[config.mk]
export PLATFORM = sky130hd
export DESIGN_NAME = spi_master_ctrl
export DESIGN_NICKNAME = d
export VERILOG_FILES = /design/src/rtl/spi_pkg.sv /design/src/rtl/spi_clk_gen.sv /design/src/rtl/spi_master_ctrl.sv
export SDC_FILE = /design/constraint.sdc
export NUM_CORES = 1
export LEC_CHECK = 0
export CORE_ASPECT_RATIO = 1.75
export CORE_MARGIN = 1.5
export CORE_UTILIZATION = 58
export DETAILED_ROUTE_END_ITERATION = 7
export GPL_ROUTABILITY_DRIVEN = 0
export PLACE_DENSITY = 0.8
export RECOVER_POWER = 25
export SLEW_MARGIN = 20
export SYNTH_ARGS = -nofsm -noshare
export SYNTH_HDL_FRONTEND = slang
export SYNTH_HIERARCHICAL = 1
export SYNTH_SLANG_ARGS = --single-unit
[constraint.sdc]
create_clock -name CLK -period 6.3 [get_ports CLK]
set_clock_uncertainty 0.2 [all_clocks]
set_input_delay 1.26 -clock CLK [delete_from_list [all_inputs] [get_ports CLK]]
set_output_delay 1.26 -clock CLK [all_outputs]
set_load 0.01 [all_outputs]
[src/rtl/spi_pkg.sv]
// Shared SPI definitions: controller states, mode bit encoding and frame sizing.
package spi_pkg;

  typedef enum logic [2:0] {
    ST_IDLE,
    ST_SETUP,
    ST_XFER,
    ST_HOLD,
    ST_GAP
  } spi_state_e;

  // MODE is {CPOL, CPHA}
  typedef enum logic [1:0] {
    SPI_MODE0 = 2'b00,
    SPI_MODE1 = 2'b01,
    SPI_MODE2 = 2'b10,
    SPI_MODE3 = 2'b11
  } spi_mode_e;

  localparam int CPOL_BIT   = 1;
  localparam int CPHA_BIT   = 0;
  localparam int FRAME_BITS = 8;
  localparam int SCK_EDGES  = 2 * FRAME_BITS;

  function automatic logic cpol_of(input logic [1:0] mode);
    return mode[CPOL_BIT];
  endfunction

  function automatic logic cpha_of(input logic [1:0] mode);
    return mode[CPHA_BIT];
  endfunction

endpackage

[src/rtl/spi_clk_gen.sv]
// Half-period timer: one-cycle tick every CLK_DIV cycles while enabled, held at zero otherwise.
module spi_clk_gen #(
  parameter int CLK_DIV = 4
) (
  input  logic clk,
  input  logic rst,
  input  logic en,
  output logic tick
);

  localparam logic [7:0] DIV_M1 = 8'(CLK_DIV - 1);

  logic [7:0] cnt_q;

  always_ff @(posedge clk) begin
    if (rst || !en) begin
      cnt_q <= '0;
    end else if (cnt_q == DIV_M1) begin
      cnt_q <= '0;
    end else begin
      cnt_q <= cnt_q + 8'd1;
    end
  end

  assign tick = en && (cnt_q == DIV_M1);

endmodule

[src/rtl/spi_master_ctrl.sv]
// Single-byte SPI master: all four modes, SS framing with setup/hold/gap of one SCK half-period each.
module spi_master_ctrl
  import spi_pkg::*;
#(
  parameter int CLK_DIV = 4
) (
  input  logic       CLK,
  input  logic       RST,
  input  logic       START,
  input  logic [1:0] MODE,
  input  logic [7:0] TX_DATA,
  output logic [7:0] RX_DATA,
  output logic       BUSY,
  output logic       DONE,
  output logic       SCK,
  output logic       SS,
  output logic       MOSI,
  input  logic       MISO
);

  localparam logic [4:0] LAST_EDGE  = 5'(SCK_EDGES - 1);
  localparam logic [4:0] LAST_SHIFT = 5'(SCK_EDGES - 2);

  spi_state_e state_q, state_d;

  logic       tick;
  logic       gen_en;
  logic       edge_ev;
  logic       lead_edge;
  logic       sample_ev;
  logic       shift_ev;
  logic       accept;
  logic       frame_end;

  logic [1:0] mode_q;
  logic [4:0] edge_cnt_q;
  logic [7:0] tx_shift_q;
  logic [7:0] rx_shift_q;
  logic [7:0] rx_data_q;
  logic       sck_q;
  logic       ss_q;
  logic       mosi_q;
  logic       done_q;

  spi_clk_gen #(.CLK_DIV(CLK_DIV)) u_clk_gen (
    .clk  (CLK),
    .rst  (RST),
    .en   (gen_en),
    .tick (tick)
  );

  // Edge n = edge_cnt_q + 1; odd n is the leading edge. The SETUP tick is edge 1.
  always_comb begin
    gen_en    = (state_q != ST_IDLE);
    accept    = (state_q == ST_IDLE) && START;
    edge_ev   = tick && ((state_q == ST_SETUP) || (state_q == ST_XFER));
    lead_edge = ~edge_cnt_q[0];
    sample_ev = edge_ev && (lead_edge != cpha_of(mode_q));
    shift_ev  = 1'b0;
    if (edge_ev) begin
      if (cpha_of(mode_q)) begin
        shift_ev = lead_edge;
      end else begin
        shift_ev = !lead_edge && (edge_cnt_q < LAST_SHIFT);
      end
    end
    frame_end = (state_q == ST_HOLD) && tick;
  end

  always_ff @(posedge CLK) begin
    if (RST) begin
      state_q <= ST_IDLE;
    end else begin
      state_q <= state_d;
    end
  end

  always_comb begin
    state_d = state_q;
    case (state_q)
      ST_IDLE:  if (START) state_d = ST_SETUP;
      ST_SETUP: if (tick) state_d = ST_XFER;
      ST_XFER:  if (tick && (edge_cnt_q == LAST_EDGE)) state_d = ST_HOLD;
      ST_HOLD:  if (tick) state_d = ST_GAP;
      ST_GAP:   if (tick) state_d = ST_IDLE;
      default:  state_d = ST_IDLE;
    endcase
  end

  always_ff @(posedge CLK) begin
    if (RST) begin
      mode_q     <= 2'b00;
      edge_cnt_q <= '0;
      tx_shift_q <= '0;
      rx_shift_q <= '0;
      rx_data_q  <= '0;
      sck_q      <= 1'b0;
      ss_q       <= 1'b1;
      mosi_q     <= 1'b0;
      done_q     <= 1'b0;
    end else begin
      done_q <= 1'b0;
      if (accept) begin
        mode_q     <= MODE;
        sck_q      <= cpol_of(MODE);
        ss_q       <= 1'b0;
        edge_cnt_q <= '0;
        rx_shift_q <= '0;
        // CPHA=0 must present the MSB before the first edge; CPHA=1 shifts it out on edge 1
        if (cpha_of(MODE)) begin
          mosi_q     <= 1'b0;
          tx_shift_q <= TX_DATA;
        end else begin
          mosi_q     <= TX_DATA[7];
          tx_shift_q <= {TX_DATA[6:0], 1'b0};
        end
      end
      if (edge_ev) begin
        sck_q      <= ~sck_q;
        edge_cnt_q <= edge_cnt_q + 5'd1;
      end
      if (sample_ev) begin
        rx_shift_q <= {rx_shift_q[6:0], MISO};
      end
      if (shift_ev) begin
        mosi_q     <= tx_shift_q[7];
        tx_shift_q <= {tx_shift_q[6:0], 1'b0};
      end
      if (frame_end) begin
        ss_q      <= 1'b1;
        mosi_q    <= 1'b0;
        rx_data_q <= rx_shift_q;
        done_q    <= 1'b1;
      end
    end
  end

  assign RX_DATA = rx_data_q;
  assign BUSY    = (state_q != ST_IDLE);
  assign DONE    = done_q;
  assign SCK     = sck_q;
  assign SS      = ss_q;
  assign MOSI    = mosi_q;

endmodule

==> impl_metrics.yaml, run 1 <==
power:
  p_int_uw: 387
  combPwrFrac_pct: 9.1
  power_leakage_nw: 0.902
  peakVddDrop_v: 0.000220
  p_sw_uw: 115
  clkPwrFrac_pct: 32.0
  p_sw_share_pct: 23.0
  pwr-share-seq_pct: 58.9
  power.total_uw: 502
  power_density_nw_per_um2: 209
clock_tree:
  postCtsSetupBuffers: 0
  cts-root-buf: "clkbuf_8"
  cts_tree: "yes"
  ctsResizeCount: 0
  clock_path_buffers: 2
  cts_hold_buf: 0
  cts_buffers: 5
  htreeDepth: 2
  clk-insertion-delay-late_ns: 0.29
  clock-sinks: 45
  cts.clk_slew.worst_paths_ns: 0.07
floorplanning:
  die_area_um2: 4010
  dieWidth_um: 48.5
  die_y_um: 82.6
  coreArea_um2: 3430
  start_util_pct: 61.2
  ios: 27
  row_count: 28
setup_path:
  rr_endpoint: "edge_cnt_q[2]"
  crit_required_ns: 6.28
  cp.arrival_ns: 3.46
  cp_max_fo: 38
  r2r-start: "u_clk_gen/cnt_q[0]"
  end_kind: "register"
  rr_worst_depth: 7
  path_class: "input port to register"
  regToRegSetupSlack_ns: 3.45
  start_kind: "input port"
grt:
  grt_pass1_vias: 1572
  groute.usage.overall_pct: 20.9
  antenna_found_initial: 0
  grt_max_degree: 39
  grt_pass1_wl_mm: 6.61
  overflow: 0
sta:
  fin_ws_ns: 2.82
  rsz0062_at_grt: "no"
  fmax_ghz: 0.287
  post-route-period-util_pct: 55.3
  setup_tns_ns: 0
  min_period_ns: 3.48
  hold_viol: 0
  setup_violations: 0
  relSlewSlack_pct: -13.5
  drv_slew: 39
  worst-slew-pin-transition_ns: 1.70
finish:
  regArea_um2: 901
  design_area_um2: 2400
  multi_input_comb_area_um2: 1090
  syn_to_final_growth_pct: 14.3
  diodes: 0
  nets: 273
  drive_gt1_share_pct: 6.27
  fillers: 315
place:
  place_ws_ns: 3.08
  postPlaceCellArea_um2: 2330
  post-dp-hpwl_mm: 2.72
  port_buffers: 26
drt:
  wl_mm: 3.95
  ant_nets: 0
  first_pass_iters: 5
  vias: 1704
  via_per_inst: 5.68
  drtIter0Drc: 32
  drc: 0
  wl_per_cell_um: 13.2
synth:
  synth_cells: 236
  async_flop_share_pct: 0
  synth_area_um2: 2100
  yosysSeqAreaShare_pct: 42.9
  ys_ff_latch: 45
  ys_warn_count: 6
  synth_nets: 253
  synth_edf_count: 0
  ys_types: 39
  avgSynthCellArea_um2: 8.91
  synth-main-ff-cell: "dfxtp_1"
hold_path:
  worstHoldPathType: "register to register"
  hold_depth: 2
  min-delay-start: "RX_DATA[4]"
  min_to: "RX_DATA[4]"
flow_run:
  max-cap-violations: 1
outcome:
  status: "finished, violations left"
  violations: "capacitance limit, slew limit"
[layout by cell type (no fill, tap or decap), types with 2 or more instances in the layout]
master	count
a211o_1	2
a211oi_1	3
a21oi_1	25
a31oi_1	2
and2_0	6
and2_1	3
and3_1	2
clkbuf_8	5
clkdlybuf4s50_1	23
dfxtp_1	45
dlygate4sd3_1	3
ha_1	3
inv_1	5
mux2i_1	17
nand2_1	32
nand3_1	17
nor2_1	17
nor2b_1	2
nor3_1	4
nor3b_2	2
o21ai_0	5
o221ai_1	7
or3_1	5
xnor2_1	2
xor2_1	4
[metrics by stage]
stage | hold slack, ns | utilization [%] | instances
after floorplan | 0.227 | - | 236
after global placement | 0.238 | 68.0 | 294
after detailed placement | 0.249 | 68.0 | 294
after CTS | 0.260 | 70.1 | 300
after global routing | 0.275 | 70.0 | 300
final | 0.255 | 70.0 | 300
[sequential cells by signal, indices dropped and copies added (netlist names)]
signal           flops
u_clk_gen/cnt_q      8
RX_DATA              8
mode_q               1
edge_cnt_q           5
state_q              3
DONE                 1
SCK                  1
SS                   1
tx_shift_q           8
MOSI                 1
rx_shift_q           8
[synth_stat cells (all sizes together) (3+ instances only)]
cell type	n	area, µm²
dfxtp	45	901
nand2	32	120
a21oi	26	134
mux2i	17	170
nand3	17	85.1
nor2	17	63.8
and2	9	56.3
buf	9	73.8
o221ai	7	61.3
clkbuf	5	18.8
inv	5	18.8
o21ai	5	25.0
or3	5	31.3
nor3	4	20.0
xor2	4	35.0
a211oi	3	22.5
ha	3	37.5
[worst max-delay path: stages]
cell	delay, ns
dlygate4sd3_1	0.52
clkbuf_1	1.22
a211o_1	0.37
nor2_1	0.08
[cell type report]
| class | count | area share [%] |
|---|---|---|
| Tap cell | 45 | 2.34 |
| Clock buffer | 5 | 2.86 |
| Sequential cell | 45 | 37.5 |
| Multi-Input combinational cell | 172 | 45.3 |
| Clock inverter | 1 | 0.208 |
| Timing Repair Buffer | 27 | 11.0 |
| Inverter | 5 | 0.781 |
[metal layers]
layer	up-vias	share of wire (%)	GRT usage, %
met1	800	44	22.6
li1	873	-	-
met3	8	2.4	4.50
met2	23	51	39.3
met4	0	1.9	9.43
met5	-	0	0
[worst max-delay path by stage]
stage,from,to,slack (ns)
finish,RST,u_clk_gen/cnt_q[2],2.82
global placement,START,edge_cnt_q[2],3.09
floorplan,START,MOSI,3.69
detailed placement,START,edge_cnt_q[2],3.08
global route,RST,u_clk_gen/cnt_q[2],2.68
CTS,state_q[1],BUSY,3.19
[logic make-up after synthesis]
group,Yosys count,share of synthesized area [%]
AND/OR/NAND/NOR,98,24.9
AO/OA/AOI/OAI,48,14.5
flip-flops,45,42.9
buffers and inverters,19,5.30
multiplexers,17,8.10
XOR/XNOR,6,2.50
adder cells (fa/ha/maj),3,1.79
[power by group through the flow]
| stage | registers [mW] | logic, mW | clock network, mW |
|---|---|---|---|
| final | 0.296 | 0.0455 | 0.161 |
| after global routing | 0.297 | 0.0504 | 0.174 |
| after CTS | 0.296 | 0.0460 | 0.165 |
| after detailed placement | 0.302 | 0.0458 | 0 |
| after global placement | 0.302 | 0.0452 | 0 |
| after floorplan | 0.301 | 0.0316 | 0 |
Power figures use the tool's default switching activity.
==> run 2, diff against run 1 <==
--- a/config.mk
+++ b/config.mk
@@ -7,10 +7,10 @@
 export LEC_CHECK = 0
 export CORE_ASPECT_RATIO = 1.75
 export CORE_MARGIN = 1.5
-export CORE_UTILIZATION = 58
+export CORE_UTILIZATION = 54
 export DETAILED_ROUTE_END_ITERATION = 7
 export GPL_ROUTABILITY_DRIVEN = 0
-export PLACE_DENSITY = 0.8
+export PLACE_DENSITY = 0.75
 export RECOVER_POWER = 25
 export SLEW_MARGIN = 20
 export SYNTH_ARGS = -nofsm -noshare
==> constraint.sdc (replaced) <==
create_clock -name CLK -period 3.6 [get_ports CLK]
set_clock_uncertainty 0.2 [all_clocks]
set_input_delay 0.72 -clock CLK [delete_from_list [all_inputs] [get_ports CLK]]
set_output_delay 0.72 -clock CLK [all_outputs]
set_load 0.01 [all_outputs]
==> run 2 against run 1 <==
Compared with the run above:
- the flow still finishes with violations (capacitance limit, slew limit)
- clock power grew 76%
- count of clock-buffer cells in the layout is the same
- via count is 1.1% higher
- sequential power up 75%
- routed wire length shrank 2.3%
- final cell count up 1.0%
- non-clock buffer count up 2
- die area grew 7.1%
- largest power group unchanged
==> impl_metrics.yaml, run 2 (same netlist as run 1, synthesis figures left out) <==
sta:
  setup_violations: 0
  setup_tns_ns: 0
  drv_slew: 39
  relSlewSlack_pct: -11.0
  fmax_ghz: 0.343
  hold_viol: 0
  worst-slew-pin-transition_ns: 1.67
  rsz0062_at_grt: "no"
  min_period_ns: 2.92
  post-route-period-util_pct: 81.0
drt:
  wl_per_cell_um: 12.7
  ant_nets: 0
  first_pass_iters: 4
  vias: 1723
  drc: 0
  wl_mm: 3.86
  via_per_inst: 5.69
  drtIter0Drc: 25
finish:
  mostFrequentLayoutCell: "dfxtp_1"
  mostFrequentLayoutCells: "45 x dfxtp_1, 32 x nand2_1, 25 x a21oi_1, 21 x clkdlybuf4s50_1"
  fillers: 324
  syn_to_final_growth_pct: 15.1
  diodes: 0
  nets: 275
  design_area_um2: 2420
  drive_gt1_share_pct: 7.00
clock_tree:
  clock_path_buffers: 2
  cts-root-buf: "clkbuf_8"
  cts_tree: "yes"
  ctsResizeCount: 0
  cts_hold_buf: 0
  clock-sinks: 45
  postCtsSetupBuffers: 0
  cts.clk_slew.worst_paths_ns: 0.08
  htreeDepth: 2
  clk-insertion-delay-late_ns: 0.29
  cts_buffers: 5
hold_path:
  worstHoldPathType: "register to register"
  hold_depth: 2
  min-delay-start: "RX_DATA[7]"
  min_to: "RX_DATA[7]"
place:
  port_buffers: 26
  postPlaceCellArea_um2: 2350
  post-dp-hpwl_mm: 2.59
floorplanning:
  dieWidth_um: 50.2
  die_area_um2: 4290
  start_util_pct: 57.4
  ios: 27
  die_y_um: 85.5
  coreArea_um2: 3660
  row_count: 29
setup_path:
  end_kind: "register"
  start_kind: "input port"
  rr_worst_depth: 7
  regToRegSetupSlack_ns: 1.01
  cp.arrival_ns: 2.90
  rr_endpoint: "edge_cnt_q[3]"
  cp_max_fo: 38
  crit_required_ns: 3.58
  path_class: "input port to register"
  r2r-start: "u_clk_gen/cnt_q[0]"
power:
  peakVddDrop_v: 0.000302
  power_leakage_nw: 0.920
  power.total_uw: 882
  power_density_nw_per_um2: 365
grt:
  grt_pass1_wl_mm: 6.76
  groute.usage.overall_pct: 19.7
  overflow: 0
  grt_pass1_vias: 1623
  grt_max_degree: 39
  antenna_found_initial: 0
flow_run:
  max-cap-violations: 1
outcome:
  violations: "capacitance limit, slew limit"
  status: "finished, violations left"
## run 2: cell count changes in the layout (fill, tap and decap cells not counted), sizes merged
cell / before / now
clkdlybuf4s50: 23 / 21
dlygate4sd3: 3 / 5
buf: 0 / 2
## run 2: metal layers
metal,track usage [%],share of wire (%),up-vias
li1,-,-,875
met1,23.2,46,818
met2,34.1,50,24
met3,3.14,2.3,6
met4,9.34,2.0,0
met5,0,0,-
## run 2: report_power, final
part,internal (mW),switching (mW)
combinational,0.0406,0.0394
sequential,0.509,0.00881
clock,0.128,0.156
total,0.677,0.205
## run 2: worst max-delay path, stage by stage
cell	delay [ns]
dlygate4sd3_1	0.52
clkbuf_1	1.20
a211o_1	0.37
nor2_1	0.09
## run 2: through the flow
step                      instances  utilization (%)  worst slack [ns]  hold WS [ns]
after floorplan                 236                -              1.37         0.227
after global placement          297             64.1              1.07         0.242
after detailed placement        297             64.1              1.02         0.248
after CTS                       303             66.1             0.995         0.261
after global routing            303             66.0             0.471         0.275
final                           303             66.0             0.682         0.254
## run 2: how the worst max path moves through the flow
stage / from / end / slack, ns / cells past startpoint
5_1_grt: RST / u_clk_gen/cnt_q[4] / 0.47 / 4
3_5_place_dp: u_clk_gen/cnt_q[0] / RX_DATA[5] / 1.02 / 7
6_report: RST / u_clk_gen/cnt_q[3] / 0.68 / 4
3_3_place_gp: START / MOSI / 1.07 / 4
2_1_floorplan: u_clk_gen/cnt_q[0] / edge_cnt_q[3] / 1.37 / 8
4_1_cts: u_clk_gen/cnt_q[0] / RX_DATA[5] / 0.99 / 7
## run 2: area by class of cell
class	instances	area (µm²)	area share, %
Tap cell	46	57.6	2.38
Sequential cell	45	901	37.2
Clock buffer	5	68.8	2.85
Multi-Input combinational cell	172	1090	45.0
Clock inverter	1	5.00	0.207
Inverter	5	18.8	0.776
Timing Repair Buffer	29	279	11.5
